### src/rtl/csi_tx_pkg.sv
// Shared types for the CSI-2 TX clock lane: lane state encoding and LP line levels.
package csi_tx_pkg;

    typedef enum logic [3:0] {
        ST_STOP,
        ST_LPX,
        ST_PREP,
        ST_ZERO,
        ST_PRE,
        ST_RUN,
        ST_POST,
        ST_TRAIL,
        ST_EXIT
    } lane_state_e;

    // LP line state as {Dp,Dn}
    localparam logic [1:0] LP11 = 2'b11;
    localparam logic [1:0] LP01 = 2'b01;
    localparam logic [1:0] LP00 = 2'b00;

    // Successor of a timed state once its duration has elapsed.
    function automatic lane_state_e timed_next(input lane_state_e s);
        case (s)
            ST_LPX:   return ST_PREP;
            ST_PREP:  return ST_ZERO;
            ST_ZERO:  return ST_PRE;
            ST_PRE:   return ST_RUN;
            ST_POST:  return ST_TRAIL;
            ST_TRAIL: return ST_EXIT;
            default:  return ST_STOP;
        endcase
    endfunction

endpackage

### src/rtl/csi_tx_clock_lane.sv
// CSI-2 TX clock lane sequencer: LP-11 -> LP-01 -> LP-00 -> HS-0 -> toggling clock, and the
// reverse HS trail/exit when the request drops. All outputs are registered.
module csi_tx_clock_lane
    import csi_tx_pkg::*;
#(
    parameter int T_LPX     = 2,
    parameter int T_PREPARE = 2,
    parameter int T_ZERO    = 8,
    parameter int T_PRE     = 2,
    parameter int T_POST    = 8,
    parameter int T_TRAIL   = 2,
    parameter int T_HS_EXIT = 3
) (
    input  logic       ref_clock,
    input  logic       reset_in,
    input  logic       clk_req,
    output logic [1:0] lp_out,
    output logic       hs_oe,
    output logic       hs_gate,
    output logic       clk_ready,
    output logic       lane_busy
);

    if (T_LPX < 1 || T_LPX > 255 || T_PREPARE < 1 || T_PREPARE > 255 ||
        T_ZERO < 1 || T_ZERO > 255 || T_PRE < 1 || T_PRE > 255 ||
        T_POST < 1 || T_POST > 255 || T_TRAIL < 1 || T_TRAIL > 255 ||
        T_HS_EXIT < 1 || T_HS_EXIT > 255) begin : g_bad_timing
        $error("csi_tx_clock_lane: every T_* parameter must be in 1..255");
    end

    // Counter preload on entry; STOP and RUN are untimed and park at 0.
    function automatic logic [7:0] load_of(input lane_state_e s);
        case (s)
            ST_LPX:   return 8'(T_LPX - 1);
            ST_PREP:  return 8'(T_PREPARE - 1);
            ST_ZERO:  return 8'(T_ZERO - 1);
            ST_PRE:   return 8'(T_PRE - 1);
            ST_POST:  return 8'(T_POST - 1);
            ST_TRAIL: return 8'(T_TRAIL - 1);
            ST_EXIT:  return 8'(T_HS_EXIT - 1);
            default:  return 8'd0;
        endcase
    endfunction

    lane_state_e state_q, state_d;
    logic [7:0]  cnt_q, cnt_d;
    logic [1:0]  lp_q, lp_d;
    logic        hs_oe_q, hs_oe_d;
    logic        hs_gate_q, hs_gate_d;
    logic        ready_q, ready_d;
    logic        busy_q, busy_d;

    always_comb begin
        state_d = state_q;
        cnt_d   = cnt_q;
        case (state_q)
            ST_STOP: if (clk_req)  state_d = ST_LPX;
            ST_RUN:  if (!clk_req) state_d = ST_POST;
            default: begin
                // Start-up and shutdown run to completion regardless of clk_req.
                if (cnt_q != 8'd0) cnt_d = cnt_q - 8'd1;
                else               state_d = timed_next(state_q);
            end
        endcase
        if (state_d != state_q) cnt_d = load_of(state_d);

        // Outputs decoded from the next state so they change on the transition edge.
        lp_d      = LP00;
        hs_oe_d   = 1'b0;
        hs_gate_d = 1'b0;
        ready_d   = 1'b0;
        busy_d    = (state_d != ST_STOP);
        case (state_d)
            ST_STOP, ST_EXIT: lp_d = LP11;
            ST_LPX:           lp_d = LP01;
            ST_ZERO, ST_TRAIL: hs_oe_d = 1'b1;
            ST_PRE, ST_POST: begin
                hs_oe_d   = 1'b1;
                hs_gate_d = 1'b1;
            end
            ST_RUN: begin
                hs_oe_d   = 1'b1;
                hs_gate_d = 1'b1;
                ready_d   = 1'b1;
            end
            default: ;
        endcase
    end

    always_ff @(posedge ref_clock) begin
        if (reset_in) begin
            state_q   <= ST_STOP;
            cnt_q     <= 8'd0;
            lp_q      <= LP11;
            hs_oe_q   <= 1'b0;
            hs_gate_q <= 1'b0;
            ready_q   <= 1'b0;
            busy_q    <= 1'b0;
        end else begin
            state_q   <= state_d;
            cnt_q     <= cnt_d;
            lp_q      <= lp_d;
            hs_oe_q   <= hs_oe_d;
            hs_gate_q <= hs_gate_d;
            ready_q   <= ready_d;
            busy_q    <= busy_d;
        end
    end

    assign lp_out    = lp_q;
    assign hs_oe     = hs_oe_q;
    assign hs_gate   = hs_gate_q;
    assign clk_ready = ready_q;
    assign lane_busy = busy_q;

endmodule
### config.mk
export PLATFORM = sky130hd
export DESIGN_NAME = csi_tx_clock_lane
export DESIGN_NICKNAME = d
export VERILOG_FILES = /design/src/rtl/csi_tx_pkg.sv /design/src/rtl/csi_tx_clock_lane.sv
export SDC_FILE = /design/constraint.sdc
export NUM_CORES = 1
export LEC_CHECK = 0
export ABC_AREA = 1
export BUFFER_PORTS_ARGS = -buffer_cell sky130_fd_sc_hd__buf_2
export CORE_MARGIN = 5
export CORE_UTILIZATION = 50
export DETAILED_ROUTE_END_ITERATION = 12
export PLACE_DENSITY = 0.69
export SYNTH_ARGS = -nofsm -noshare
export SYNTH_HDL_FRONTEND = slang
export SYNTH_SLANG_ARGS = --single-unit
### constraint.sdc
create_clock -name ref_clock -period 3.8 [get_ports ref_clock]
set_input_delay 0.38 -clock ref_clock [delete_from_list [all_inputs] [get_ports ref_clock]]
set_output_delay 0.38 -clock ref_clock [all_outputs]
set_load 0.01 [all_outputs]
Word-level counts from Yosys, hierarchy flattened
Cells that the tools add are included.
{ "totals": {"register_bits": 18, "input_bits": 3, "wordCells": 50} }
{ "op_classes": {"add_sub_neg": 1, "n_eq_ne": 17, "n_mux": 13, "n_reduce_logical": 12} }
{ "op_table": {"columns": ["cell", "n"], "rows": [
  ["4-bit by 3-bit equality test with 1-bit output (second input constant)", 8],
  ["8-bit two-way mux", 3],
  ["4-bit one-hot mux with 6 select lines", 1],
  ["4-bit by 2-bit equality test with 1-bit output (second input constant)", 4],
  ["4-bit two-way mux", 3],
  ["3-bit one-hot mux with 3 select lines", 1],
  ["4-bit by 1-bit equality test with 1-bit output (second input constant)", 2],
  ["4-bit zero test", 2],
  ["4-bit one-hot mux with 2 select lines", 1],
  ["8-bit nonzero test", 1],
  ["8-bit by 1-bit subtractor with 8-bit output (second input constant)", 1],
  ["2-bit OR reduction", 3],
  ["5-bit OR reduction", 1],
  ["4-bit equality test (second input constant)", 1],
  ["4-bit inequality test", 1],
  ["2-bit one-hot mux with 2 select lines", 1],
  ["4-bit nonzero test", 1],
  ["4-bit OR reduction", 1],
  ["1-bit two-way mux", 3],
  ["3-bit OR reduction", 1],
  ["2-bit by 1-bit inequality test with 1-bit output (second input constant)", 1],
  ["2-bit AND reduction", 1],
  ["2-bit nonzero test", 1]
]} }

Logic depth before layout (Yosys ltp)
Gate-level depths: netlist of the first run.
{ "depth": {"ltp_word": 8, "mapped_depth": 13, "mapped_depth_nobuf": 13} }

Least setup slack after synthesis of the first run
No wires, ideal clock.
{ "synth_timing": {"kind": "register to register", "start": "reg cnt_q[0]", "end": "reg cnt_q[2]", "t_arrival_ns": 1.580, "required_time_ns": 3.685, "setup_slack_ns": 2.106, "stages_incl_launch_ff": 11, "n_path_buf": 0, "cell_sequence": "dfxtp_1 inv_1 ha_1 nand2_1 nor2_4 nor2_1 o21bai_1 nand3_4 inv_2 nor2_1 o21a_1"} }
{ "synth_via": {"elab_chain_len": 7, "elab_cells_between_ends": 21} }
{ "synth_rtl": {"columns": ["element", "line", "text"], "rows": [
  ["from (decl)", "csi_tx_clock_lane.sv:46", "logic [7:0] cnt_q, cnt_d;"],
  ["from (signal assigned)", "csi_tx_clock_lane.sv:101", "cnt_q <= cnt_d;"],
  ["8-bit nonzero test", "csi_tx_clock_lane.sv:61", "if (cnt_q != 8'd0) cnt_d = cnt_q - 8'd1;"],
  ["4-bit two-way mux", "csi_tx_clock_lane.sv:61", null],
  ["4-bit one-hot mux with 2 select lines", "csi_tx_clock_lane.sv:56", "case (state_q)"],
  ["4-bit by 3-bit equality test with 1-bit output (tied with other cells)", "csi_tx_clock_lane.sv:33", "case (s)"],
  ["4-bit OR reduction (no source line) or 2-bit OR reduction (tied branches)", null, null],
  ["3-bit one-hot mux with 3 select lines", "csi_tx_clock_lane.sv:33", null],
  ["8-bit two-way mux", "csi_tx_clock_lane.sv:65", "if (state_d != state_q) cnt_d = load_of(state_d);"]
]} }
Parallel ways exist; a longest one is shown, timed or not. The select of a mux whose other input is x is not followed.
A chain may end at the register's enable or synchronous reset.

Final worst setup path of the first run
Ends and elaborated chain as after synthesis.

==> results of run 1 <==
-- flip-flops by register name, indices dropped and copies added, names as in the netlist --
signal	count
cnt_q	8
lp_out	2
hs_oe	1
state_q	4
hs_gate	1
clk_ready	1
lane_busy	1
-- layout by cell type (no fill, tap or decap) --
cell and instances:
a21oi_1 8, buf_2 8, clkbuf_4 3, dfxtp_1 18, ha_1 2, inv_1 15, inv_2 4, nand2_1 38
nand2_2 4, nand2_4 1, nand3_1 11, nand3_2 2, nand3_4 1, nand3b_1 3, nor2_1 16, nor2_2 1
nor2_4 6, nor3_1 1, nor4_1 1, o21a_1 1, o21ai_0 3, o21ai_1 2, o21ai_2 1, o21bai_1 1
o311ai_0 1, xnor2_1 1, xor2_1 6
-- cell type report --
| type | count | area, sq um | area share [%] |
|---|---|---|---|
| multi-input combinational | 111 | 623 | 54.1 |
| sequential | 18 | 360 | 31.3 |
| inverter | 19 | 71.3 | 6.20 |
| timing repair buffer | 8 | 40.0 | 3.48 |
| tap | 27 | 33.8 | 2.93 |
| clock buffer | 3 | 22.5 | 1.96 |
-- worst reg2reg max path, stage by stage (launching register included) --
cell	delay (ns)
dfxtp_1	0.36
inv_1	0.09
ha_1	0.20
nand2_1	0.12
nor2_4	0.08
nor2_1	0.21
o21bai_1	0.20
nand3_4	0.14
inv_2	0.14
nor2_1	0.06
o21a_1	0.16
-- report_power, final --
part           switching [uW]  internal (uW)
Sequential               47.4            247
Combinational             434            246
Clock                    54.8           36.8
-- per-layer routing --
metal,wire [um],vias up,global-route usage [%]
met4,31,0,6.10
met3,101,5,3.25
met5,0,-,0
li1,-,492,-
met1,947,415,18.3
met2,981,27,25.2
-- stage by stage --
step / worst slack, ns / std cells / hold slack [ns]
6_report: 1.94 / 186 / 0.394
5_1_grt: 1.70 / 186 / 0.416
4_1_cts: 1.93 / 186 / 0.393
3_5_place_dp: 1.96 / 183 / 0.482
3_3_place_gp: 2.04 / 183 / 0.483
2_1_floorplan: 2.11 / 149 / 0.457
-- cells in the mapped netlist (2+ instances only) --
cell type	number
nand3_2	2
dfxtp_1	18
inv_2	4
ha_1	2
xor2_1	6
o21ai_0	3
nor2_4	6
o21ai_1	2
nand3b_1	3
nand2_2	4
a21oi_1	8
nand2_1	38
inv_1	15
nor2_1	16
nand3_1	11
-- cell families (layout without fill, tap and decap cells) --
group / after synthesis / count (layout) / share of synthesized area, %
simple gates: 85 / 85 / 41.5
flops: 18 / 18 / 34.0
xor+xnor: 7 / 7 / 5.79
compound gates: 17 / 17 / 9.22
fa+ha+maj: 2 / 2 / 2.36
buf+inv: 20 / 30 / 7.09
-- worst min-delay path by stage --
stage	slack (ns)	cells past startpoint	to
2_1_floorplan	0.46	2	cnt_q[1]
3_3_place_gp	0.48	2	cnt_q[7]
3_5_place_dp	0.48	2	cnt_q[7]
4_1_cts	0.39	2	cnt_q[3]
5_1_grt	0.42	2	cnt_q[5]
6_report	0.39	2	cnt_q[3]
==> reports/qor.txt, run 1 <==
status = complete, no violations
GRT Total Usage = 15.0%
CP arrival = 2.05 ns
fin util = 58.1%
CP Depth = 10
max incr delay on CP = 0.36 ns
Rel. slew slack = 80.2%
Critical R2R Launch = cnt_q[0]
CP max-delay cell = dfxtp_1
WP data required = 3.99 ns
cell count after synthesis = 149
min cycle time layout = 1.86 ns
wire per inst = 11.1 um
R2R depth = 10
Finished Cell Area = 1150 sq um
Post-DRT Antenna Nets = 0
fillers = 192
Buf/Inv on CP = 2
CP top delay family = simple AND/OR/NAND/NOR gates
R2R Path End = cnt_q[2]
Synthesized Nets = 154
crit end category = flop
initial antenna violation count = 0
vias in the first global route = 884
dominant cells by area after synthesis = dfxtp_1, nand2_1, nor2_4, nor2_1, inv_1
Area Growth Syn to Fin = 8.75%
core area = 1980 sq um
Worst-path clk slew = 0.10 ns
P per Cell Area = 927 nW/um^2
Die Area = 3140 sq um
Die W = 56.0 um
DR vias/cell = 5.05
RSZ-0062 raised after global routing = no
post-synthesis cell area = 1060 sq um
maximum clock insertion buffer count = 2
worst hold path type = input pin to flop
crit share post-route = 48.9%
Num CTS Buffers = 3
io pins = 9
PortBufs = 8
die height = 56.0 um
via count = 939
Placer Congestion = 0.861
most frequent CP cell = nor2_1
Slew Limit Fails = 0
Setup TNS = 0 ns
Post-CTS Hold Buffers = 0
First-pass DRT Iterations = 4
final setup violation count = 0
Worst Skew = 0.00665 ns
CP Launch Point = cnt_q[0]
fmax = 538 MHz
row count = 16
H-tree depth = 1
Max Cap Viol = 0
antenna cells = 0
final hold violation count = 0
Starting DRT DRC Count = 21
Lkg Pwr = 0.000576 uW
Yosys top cell by area = dfxtp_1
Crit Path Class = flop to flop
Pwr Total = 1070 uW
TritonCTS clock tree = done
Initial Util = 53.4%
DR DRC count = 0
Worst IR Drop VDD = 0.449 mV
crit path launch type = flop
Yosys reg bits = 18
Clock Root Buffer = clkbuf_4
Synth top area share = 34.0%
Layout Nets = 166
global-route wire length before repair = 3.82 mm
number of synthesized flops with an enable pin = 0
share of async-settable or async-resettable flops after synthesis = 0%
Placement Cell Area = 1130 sq um
Worst Hold Launch = reset_in
clock sink count = 18
share of the yosys chip area belonging to registers = 34.0%
Reg2Reg Setup Slack = 1.94 ns
grt ovf = 0
critical path cell sequence = inv_1 -> ha_1 -> nand2_1 -> nor2_4 -> nor2_1 -> o21bai_1 -> nand3_4 -> inv_2 -> nor2_1 -> o21a_1
Post-CTS Setup Bufs = 0
largest net degree at the start of global routing = 12
Syn Area/Cell = 7.10 sq um
layout cells sized above 1 = 19.5%
Worst Setup EP = cnt_q[2]
insertion delay to the later sink of the worst-skew pair = 0.29 ns
post_cts resized = 0
CP Max Fanout = 7
total wire length = 2.06 mm
actual slew at the worst max-slew pin = 0.293 ns
Netlist cell types = 26
Primary FF master, synth = dfxtp_1
Yosys warning total = 0
DP HPWL = 1.62 mm
Power figures use the tool's default switching activity.
==> run 2, diff against run 1 <==
Settings changed: ABC_AREA 1 to 0, PLACE_DENSITY 0.69 to 0.72.
Clock period 3.8 ns to 1.7 ns, I/O delays scaled along.
==> run 2 against run 1 <==
The flow now finishes with violations (setup timing). First-iteration DRC count rose by 62%. Clock-buffer cell count did not move. Clock skew fell by 0.0017 ns. Highest routed layer unchanged. Setup slack lost 2.0 ns. Final cell count unchanged. Via count grew 14%. Critical path type unchanged. Sequential power is 120% higher.
==> reports/qor.txt, run 2 <==
Yosys warning total = 0 (unchanged)
DP HPWL = 1.73 mm (was 1.62 mm)
actual slew at the worst max-slew pin = 0.508 ns (was 0.293 ns)
Worst-path clk slew = 0.10 ns (about the same)
Die W = 54.6 um (was 56.0 um)
Hold Path Sink = state_q[2] (was cnt_q[3])
R2R Path End = hs_gate (was cnt_q[2])
maximum clock insertion buffer count = 2 (unchanged)
insertion delay to the later sink of the worst-skew pair = 0.30 ns (was 0.29 ns)
Yosys top cell by area = dfxtp_1 (unchanged)
crit path launch type = flop (unchanged)
fmax = 562 MHz (was 538 MHz)
Post-DRT Antenna Nets = 0 (unchanged)
Synth top area share = 36.3% (was 34.0%)
commonest cells in the netlist = nor2_1, dfxtp_1, a21oi_1 (was nand2_1, dfxtp_1, nor2_1)
number of synthesized flops with an enable pin = 0 (unchanged)
Num CTS Buffers = 3 (unchanged)
Critical R2R Launch = cnt_q[0] (unchanged)
global-route track usage on met3 = 3.81% (was 3.25%)
via count = 1074 (was 939)
clock sink count = 18 (unchanged)
Sw Share = 43.7% (was 50.3%)
share of the yosys chip area belonging to registers = 36.3% (was 34.0%)
Rel. slew slack = 65.3% (was 80.2%)
worst hold path type = input pin to flop (unchanged)
min cycle time layout = 1.78 ns (was 1.86 ns)
met2 Use GR = 35.3% (was 25.2%)
DR DRC count = 0 (unchanged)
grt ovf = 0 (unchanged)
R2R depth = 7 (was 10)
P per Cell Area = 2380 nW/um^2 (was 927 nW/um^2)
Netlist cell types = 38 (was 26)
Worst IR Drop VDD = 1.45 mV (was 0.449 mV)
core area = 1920 sq um (was 1980 sq um)
Max Cap Viol = 0 (unchanged)
Reg2Reg Setup Slack = -0.08 ns (was 1.94 ns)
Pint = 1930 uW (was 530 uW)
clock power share = 6.3% (was 8.6%)
Layout Nets = 166 (unchanged)
Area Growth Syn to Fin = 45.2% (was 8.75%)
Placement Cell Area = 1250 sq um (was 1130 sq um)
status = finished with violations (was complete, no violations)
crit end category = flop (unchanged)
Slew Limit Fails = 0 (unchanged)
Crit Path Class = flop to flop (unchanged)
DR vias/cell = 5.77 (was 5.05)
vias in the first global route = 1000 (was 884)
antenna cells = 0 (unchanged)
cell count after synthesis = 124 (was 149)
Placer Congestion = 0.918 (was 0.861)
Comb power frac = 74.6% (was 63.8%)
total wire length = 2.94 mm (was 2.06 mm)
grt peak-use layer = met2 (unchanged)
Syn Area/Cell = 8.01 sq um (was 7.10 sq um)
dpl cells = 177 (was 183)
Reg power frac = 19.1% (was 27.6%)
die height = 54.6 um (was 56.0 um)
PortBufs = 8 (unchanged)
Pwr Total = 3440 uW (was 1070 uW)
Most flops, register = cnt_q (unchanged)
global-route wire length before repair = 4.26 mm (was 3.82 mm)
First-pass DRT Iterations = 4 (unchanged)
Hold Path Stages = 2 (unchanged)
fillers = 132 (was 192)
share of async-settable or async-resettable flops after synthesis = 0% (unchanged)
initial antenna violation count = 0 (unchanged)
Synthesized Nets = 129 (was 154)
dominant cells by area after synthesis = dfxtp_1, nor2_1, xor2_1, a21oi_1, nand3_1 (was dfxtp_1, nand2_1, nor2_4, nor2_1, inv_1)
largest net degree at the start of global routing = 15 (was 12)
final hold violation count = 0 (unchanged)
Post-CTS Hold Buffers = 0 (unchanged)
final cell count without fillers = 186 (unchanged)
H-tree depth = 1 (unchanged)
violated checks = setup timing
Lkg Pwr = 0.000578 uW (was 0.000576 uW)
GRT Total Usage = 20.2% (was 15.0%)
Initial Util = 51.7% (was 53.4%)
TritonCTS clock tree = done (unchanged)
Die Area = 2980 sq um (was 3140 sq um)
CP Max Fanout = 3 (was 7)
switching power = 1500 uW (was 536 uW)
layout cells sized above 1 = 44.0% (was 19.5%)
crit share post-route = 105% (was 48.9%)
Finished Cell Area = 1440 sq um (was 1150 sq um)
wire per inst = 15.8 um (was 11.1 um)
Worst Hold Launch = reset_in (unchanged)
Clock Root Buffer = clkbuf_4 (unchanged)
Starting DRT DRC Count = 34 (was 21)
GR Layer Usage met1 = 23.1% (was 18.3%)
max reg flops = 8 (unchanged)
setup ws final = -0.0786 ns (was 1.94 ns)
Worst Skew = 0.00490 ns (was 0.00665 ns)
final setup violation count = 6 (was 0)
most common cell after layout, fill and taps aside = buf_4 (was nand2_1)
most frequent cell after synthesis = nor2_1 (was nand2_1)
post-synthesis cell area = 993 sq um (was 1060 sq um)
WP data required = 1.93 ns (was 3.99 ns)
RSZ-0062 raised after global routing = yes (was no)
io pins = 9 (unchanged)
Primary FF master, synth = dfxtp_1 (unchanged)
row count = 16 (unchanged)
Yosys reg bits = 18 (unchanged)
CP arrival = 2.01 ns (was 2.05 ns)
commonest non-fill, non-tap cells in the layout = buf_4, nor2_1, dfxtp_1 (was nand2_1, dfxtp_1, nor2_1)
==> run 2: cell count changes in the layout (fill, tap and decap cells not counted), sizes merged, moves of 3 or more <==
cell,change
nand4,+3
nor3,+3
nor2,-4
a211oi,+3
inv,-15
nand3,-7
or3,+3
o21ai,-3
nand2,-38
buf,+34
nor3b,+3
==> run 2: stage by stage <==
step / TNS, ns / hold slack [ns] / setup WS [ns] / utilization, %
after CTS: -0.0756 / 0.197 / -0.0410 / 68.8
final: -0.209 / 0.207 / -0.0786 / 75.1
after floorplan: -0.000554 / 0.274 / -0.000554 / -
after detailed placement: -0.177 / 0.505 / -0.0490 / 65.2
after global routing: -0.997 / 0.211 / -0.159 / 75.1
after global placement: -0.127 / 0.498 / -0.0374 / 65.2
==> run 2: worst max-delay path, cell delays in order (launching register included) <==
cell and delay, ns:
dfxtp_2 0.34, inv_2 0.07, ha_4 0.13, nor3b_4 0.22
nand2_2 0.11, or3_4 0.35, a211o_1 0.32, nor3_2 0.18
==> run 2: how the worst max path moves through the flow <==
stage             start  cells after the start         to
2_1_floorplan  cnt_q[0]                      8   cnt_q[2]
3_3_place_gp   cnt_q[0]                      7    hs_gate
3_5_place_dp   cnt_q[0]                      7  clk_ready
4_1_cts        cnt_q[0]                      7  clk_ready
5_1_grt        cnt_q[0]                      7    hs_gate
6_report       cnt_q[0]                      7    hs_gate
==> run 2: power groups by stage <==
stage	combinational (uW)	sequential [uW]	clock (uW)
after floorplan	1020	633	0
after global placement	1910	656	0
after detailed placement	1940	659	0
after CTS	2060	655	219
after global routing	2750	675	233
final	2560	658	215
==> run 2: layout make-up <==
type | instances | area, sq um | area share (%)
Tap cell | 27 | 33.8 | 2.34
Clock buffer | 3 | 22.5 | 1.56
Timing Repair Buffer | 42 | 299 | 20.7
Sequential cell | 18 | 363 | 25.2
Multi-Input combinational cell | 92 | 709 | 49.2
Inverter | 4 | 15.0 | 1.04
==> run 2: cells by family after synthesis <==
logic type	Yosys count	share of synthesized area [%]
buffers and inverters	14	5.67
adders and majority gates	2	2.52
DFF	18	36.3
and+or+nand+nor	53	28.3
AOI/OAI and AO/OA	28	19.0
muxes	2	2.02
xor gates and xnor gates	7	6.17
==> run 2: metal layers <==
| metal | up-vias | wire [um] |
|---|---|---|
| met3 | 15 | 226 |
| met4 | 0 | 129 |
| met5 | - | 0 |
| met2 | 54 | 1490 |
| met1 | 489 | 1100 |
| li1 | 516 | - |
==> run 2: repair_timing <==
item / 4_1_cts / 5_1_grt
endpoints found under the setup margin: 10 / 15
pin swaps: 1 / 6
resized for setup: 13 / 16
cloned: 0 / 0
setup buffers: 2 / 4
==> run 3, diff against run 2 <==
Settings changed: CORE_UTILIZATION 50 to 30, PLACE_DENSITY 0.72 to not set.
==> run 3 against run 2 <==
The flow still finishes with violations (setup timing). Clock power increased by 24%. Largest power group unchanged. Setup slack improved by 0.016 ns. Final cell count increased by 7.5%. Highest routed layer unchanged.
==> reports/qor.txt, run 3 (same netlist as run 2, synthesis figures left out) <==
clock power share = 8.0% (was 6.3%)
CP Depth = 7 (unchanged)
fillers = 313 (was 132)
violated checks = setup timing (unchanged)
CP top delay family = simple AND/OR/NAND/NOR gates (unchanged)
largest net degree at the start of global routing = 15 (unchanged)
R2R depth = 7 (unchanged)
Rel. slew slack = 64.5% (was 65.3%)
clock sink count = 18 (unchanged)
CP max-delay cell = or3_4 (unchanged)
PortBufs = 8 (unchanged)
RSZ-0062 raised after global routing = yes (unchanged)
core area = 3100 sq um (was 1920 sq um)
grt ovf = 0 (unchanged)
antenna cells = 0 (unchanged)
Lkg Pwr = 0.000574 uW (was 0.000578 uW)
row count = 20 (was 16)
Starting DRT DRC Count = 31 (was 34)
commonest non-fill, non-tap cells in the layout = buf_4, nor2_1, dfxtp_1 (unchanged)
Pint = 1930 uW (about the same)
min cycle time layout = 1.76 ns (was 1.78 ns)
total wire length = 2.55 mm (was 2.94 mm)
Reg power frac = 19.9% (was 19.1%)
Pwr Total = 3330 uW (was 3440 uW)
Placer Congestion = 0.891 (was 0.918)
fmax = 567 MHz (was 562 MHz)
Post-CTS Hold Buffers = 0 (unchanged)
Worst-path clk slew = 0.10 ns (about the same)
Most flops, register = cnt_q (unchanged)
P per Cell Area = 2340 nW/um^2 (was 2380 nW/um^2)
Die W = 67.5 um (was 54.6 um)
io pins = 9 (unchanged)
Buf/Inv on CP = 1 (unchanged)
WP data required = 1.92 ns (was 1.93 ns)
Slew Limit Fails = 0 (unchanged)
wire per inst = 12.7 um (was 15.8 um)
Worst IR Drop VDD = 1.28 mV (was 1.45 mV)
TritonCTS clock tree = done (unchanged)
global-route wire length before repair = 4.36 mm (was 4.26 mm)
Max Cap Viol = 0 (unchanged)
Die Area = 4560 sq um (was 2980 sq um)
Hold Path Stages = 2 (unchanged)
initial antenna violation count = 0 (unchanged)
Clock Root Buffer = clkbuf_4 (unchanged)
status = finished with violations (unchanged)
CP arrival = 1.98 ns (was 2.01 ns)
crit end category = flop (unchanged)
setup ws final = -0.0625 ns (was -0.0786 ns)
crit path launch type = flop (unchanged)
die height = 67.5 um (was 54.6 um)
Crit Path Class = flop to flop (unchanged)
GRT Total Usage = 12.7% (was 20.2%)
max incr delay on CP = 0.35 ns (about the same)
Num CTS Buffers = 3 (unchanged)
Comb power frac = 72.1% (was 74.6%)
Register Area = 363 sq um (unchanged)
switching power = 1410 uW (was 1500 uW)
final setup violation count = 3 (was 6)
Area Growth Syn to Fin = 43.6% (was 45.2%)
worst hold path type = input pin to flop (unchanged)
critical path cell sequence = inv_2 -> ha_1 -> nor3b_4 -> nand2_2 -> or3_4 -> a211o_1 -> nor3b_1 (was inv_2 -> ha_4 -> nor3b_4 -> nand2_2 -> or3_4 -> a211o_1 -> nor3_2)
layout cells sized above 1 = 41.0% (was 44.0%)
Sw Share = 42.1% (was 43.7%)
Initial Util = 32.0% (was 51.7%)
Reg2Reg Setup Slack = -0.06 ns (was -0.08 ns)
vias in the first global route = 1009 (was 1000)
maximum clock insertion buffer count = 2 (unchanged)
max reg flops = 8 (unchanged)
final hold violation count = 0 (unchanged)
First-pass DRT Iterations = 4 (unchanged)
DR vias/cell = 4.90 (was 5.77)
insertion delay to the later sink of the worst-skew pair = 0.29 ns (was 0.30 ns)
H-tree depth = 1 (unchanged)
Layout Nets = 162 (was 166)
DR DRC count = 0 (unchanged)
most common cell after layout, fill and taps aside = buf_4 (unchanged)
Final Hold Slack = 0.205 ns (was 0.207 ns)
actual slew at the worst max-slew pin = 0.519 ns (was 0.508 ns)
Multi-input gate area = 684 sq um (was 709 sq um)
Worst Skew = 0.00344 ns (was 0.00490 ns)
dpl ws = -0.120 ns (was -0.0490 ns)
DP HPWL = 1.87 mm (was 1.73 mm)
crit share post-route = 104% (was 105%)
Post-DRT Antenna Nets = 0 (unchanged)
via count = 979 (was 1074)
CP Max Fanout = 3 (unchanged)
-- run 3: layout make-up --
| cell class | instances | area share, % |
|---|---|---|
| clock buffers | 4 | 2.54 |
| inverters | 4 | 1.05 |
| multi-input cells | 92 | 48.0 |
| flip-flops and latches | 18 | 25.4 |
| well taps | 44 | 3.86 |
| repair buffers | 38 | 19.1 |
-- run 3: worst paths after layout --
check,from,endpoint
min,reset_in,state_q[1]
min reg2reg,cnt_q[1],cnt_q[1]
max reg2reg,cnt_q[0],clk_ready
max,cnt_q[0],clk_ready
-- run 3: power groups by stage --
stage          sequential, uW  combinational (uW)  clock, uW
2_1_floorplan             633                1020          0
3_3_place_gp              660                1900          0
3_5_place_dp              662                1920          0
4_1_cts                   658                2190        281
5_1_grt                   680                2610        305
6_report                  664                2400        267
-- run 3: metal layers --
metal	vias to the layer above	track usage [%]	routed length, um
met2	11	21.7	1310
met5	-	0	0
met1	460	15.7	1150
li1	506	-	-
met4	0	2.28	9
met3	2	3.66	74
-- run 3: worst register-to-register path, cell delays in order (launching register included) --
cell and delay (ns):
dfxtp_2 0.34, inv_2 0.05, ha_1 0.14, nor3b_4 0.22, nand2_2 0.11, or3_4 0.35, a211o_1 0.30, nor3b_1 0.18
-- run 3: repair_timing --
| action | CTS | global route |
|---|---|---|
| setup buffers | 3 | 1 |
| pin swaps | 4 | 5 |
| endpoints found under the setup margin | 5 | 13 |
| resized for setup | 14 | 11 |
-- run 3: metrics by stage --
| stage | std cells | setup TNS [ns] | instance area [sq um] | util [%] |
|---|---|---|---|---|
| finish | 200 | -0.116 | 1430 | 46.0 |
| global route | 200 | -0.859 | 1430 | 46.0 |
| CTS | 199 | -0.123 | 1370 | 44.0 |
| detailed placement | 193 | -0.332 | 1270 | 40.8 |
| global placement | 193 | -0.111 | 1270 | 40.8 |
| floorplan | 124 | -0.000554 | 1010 | - |
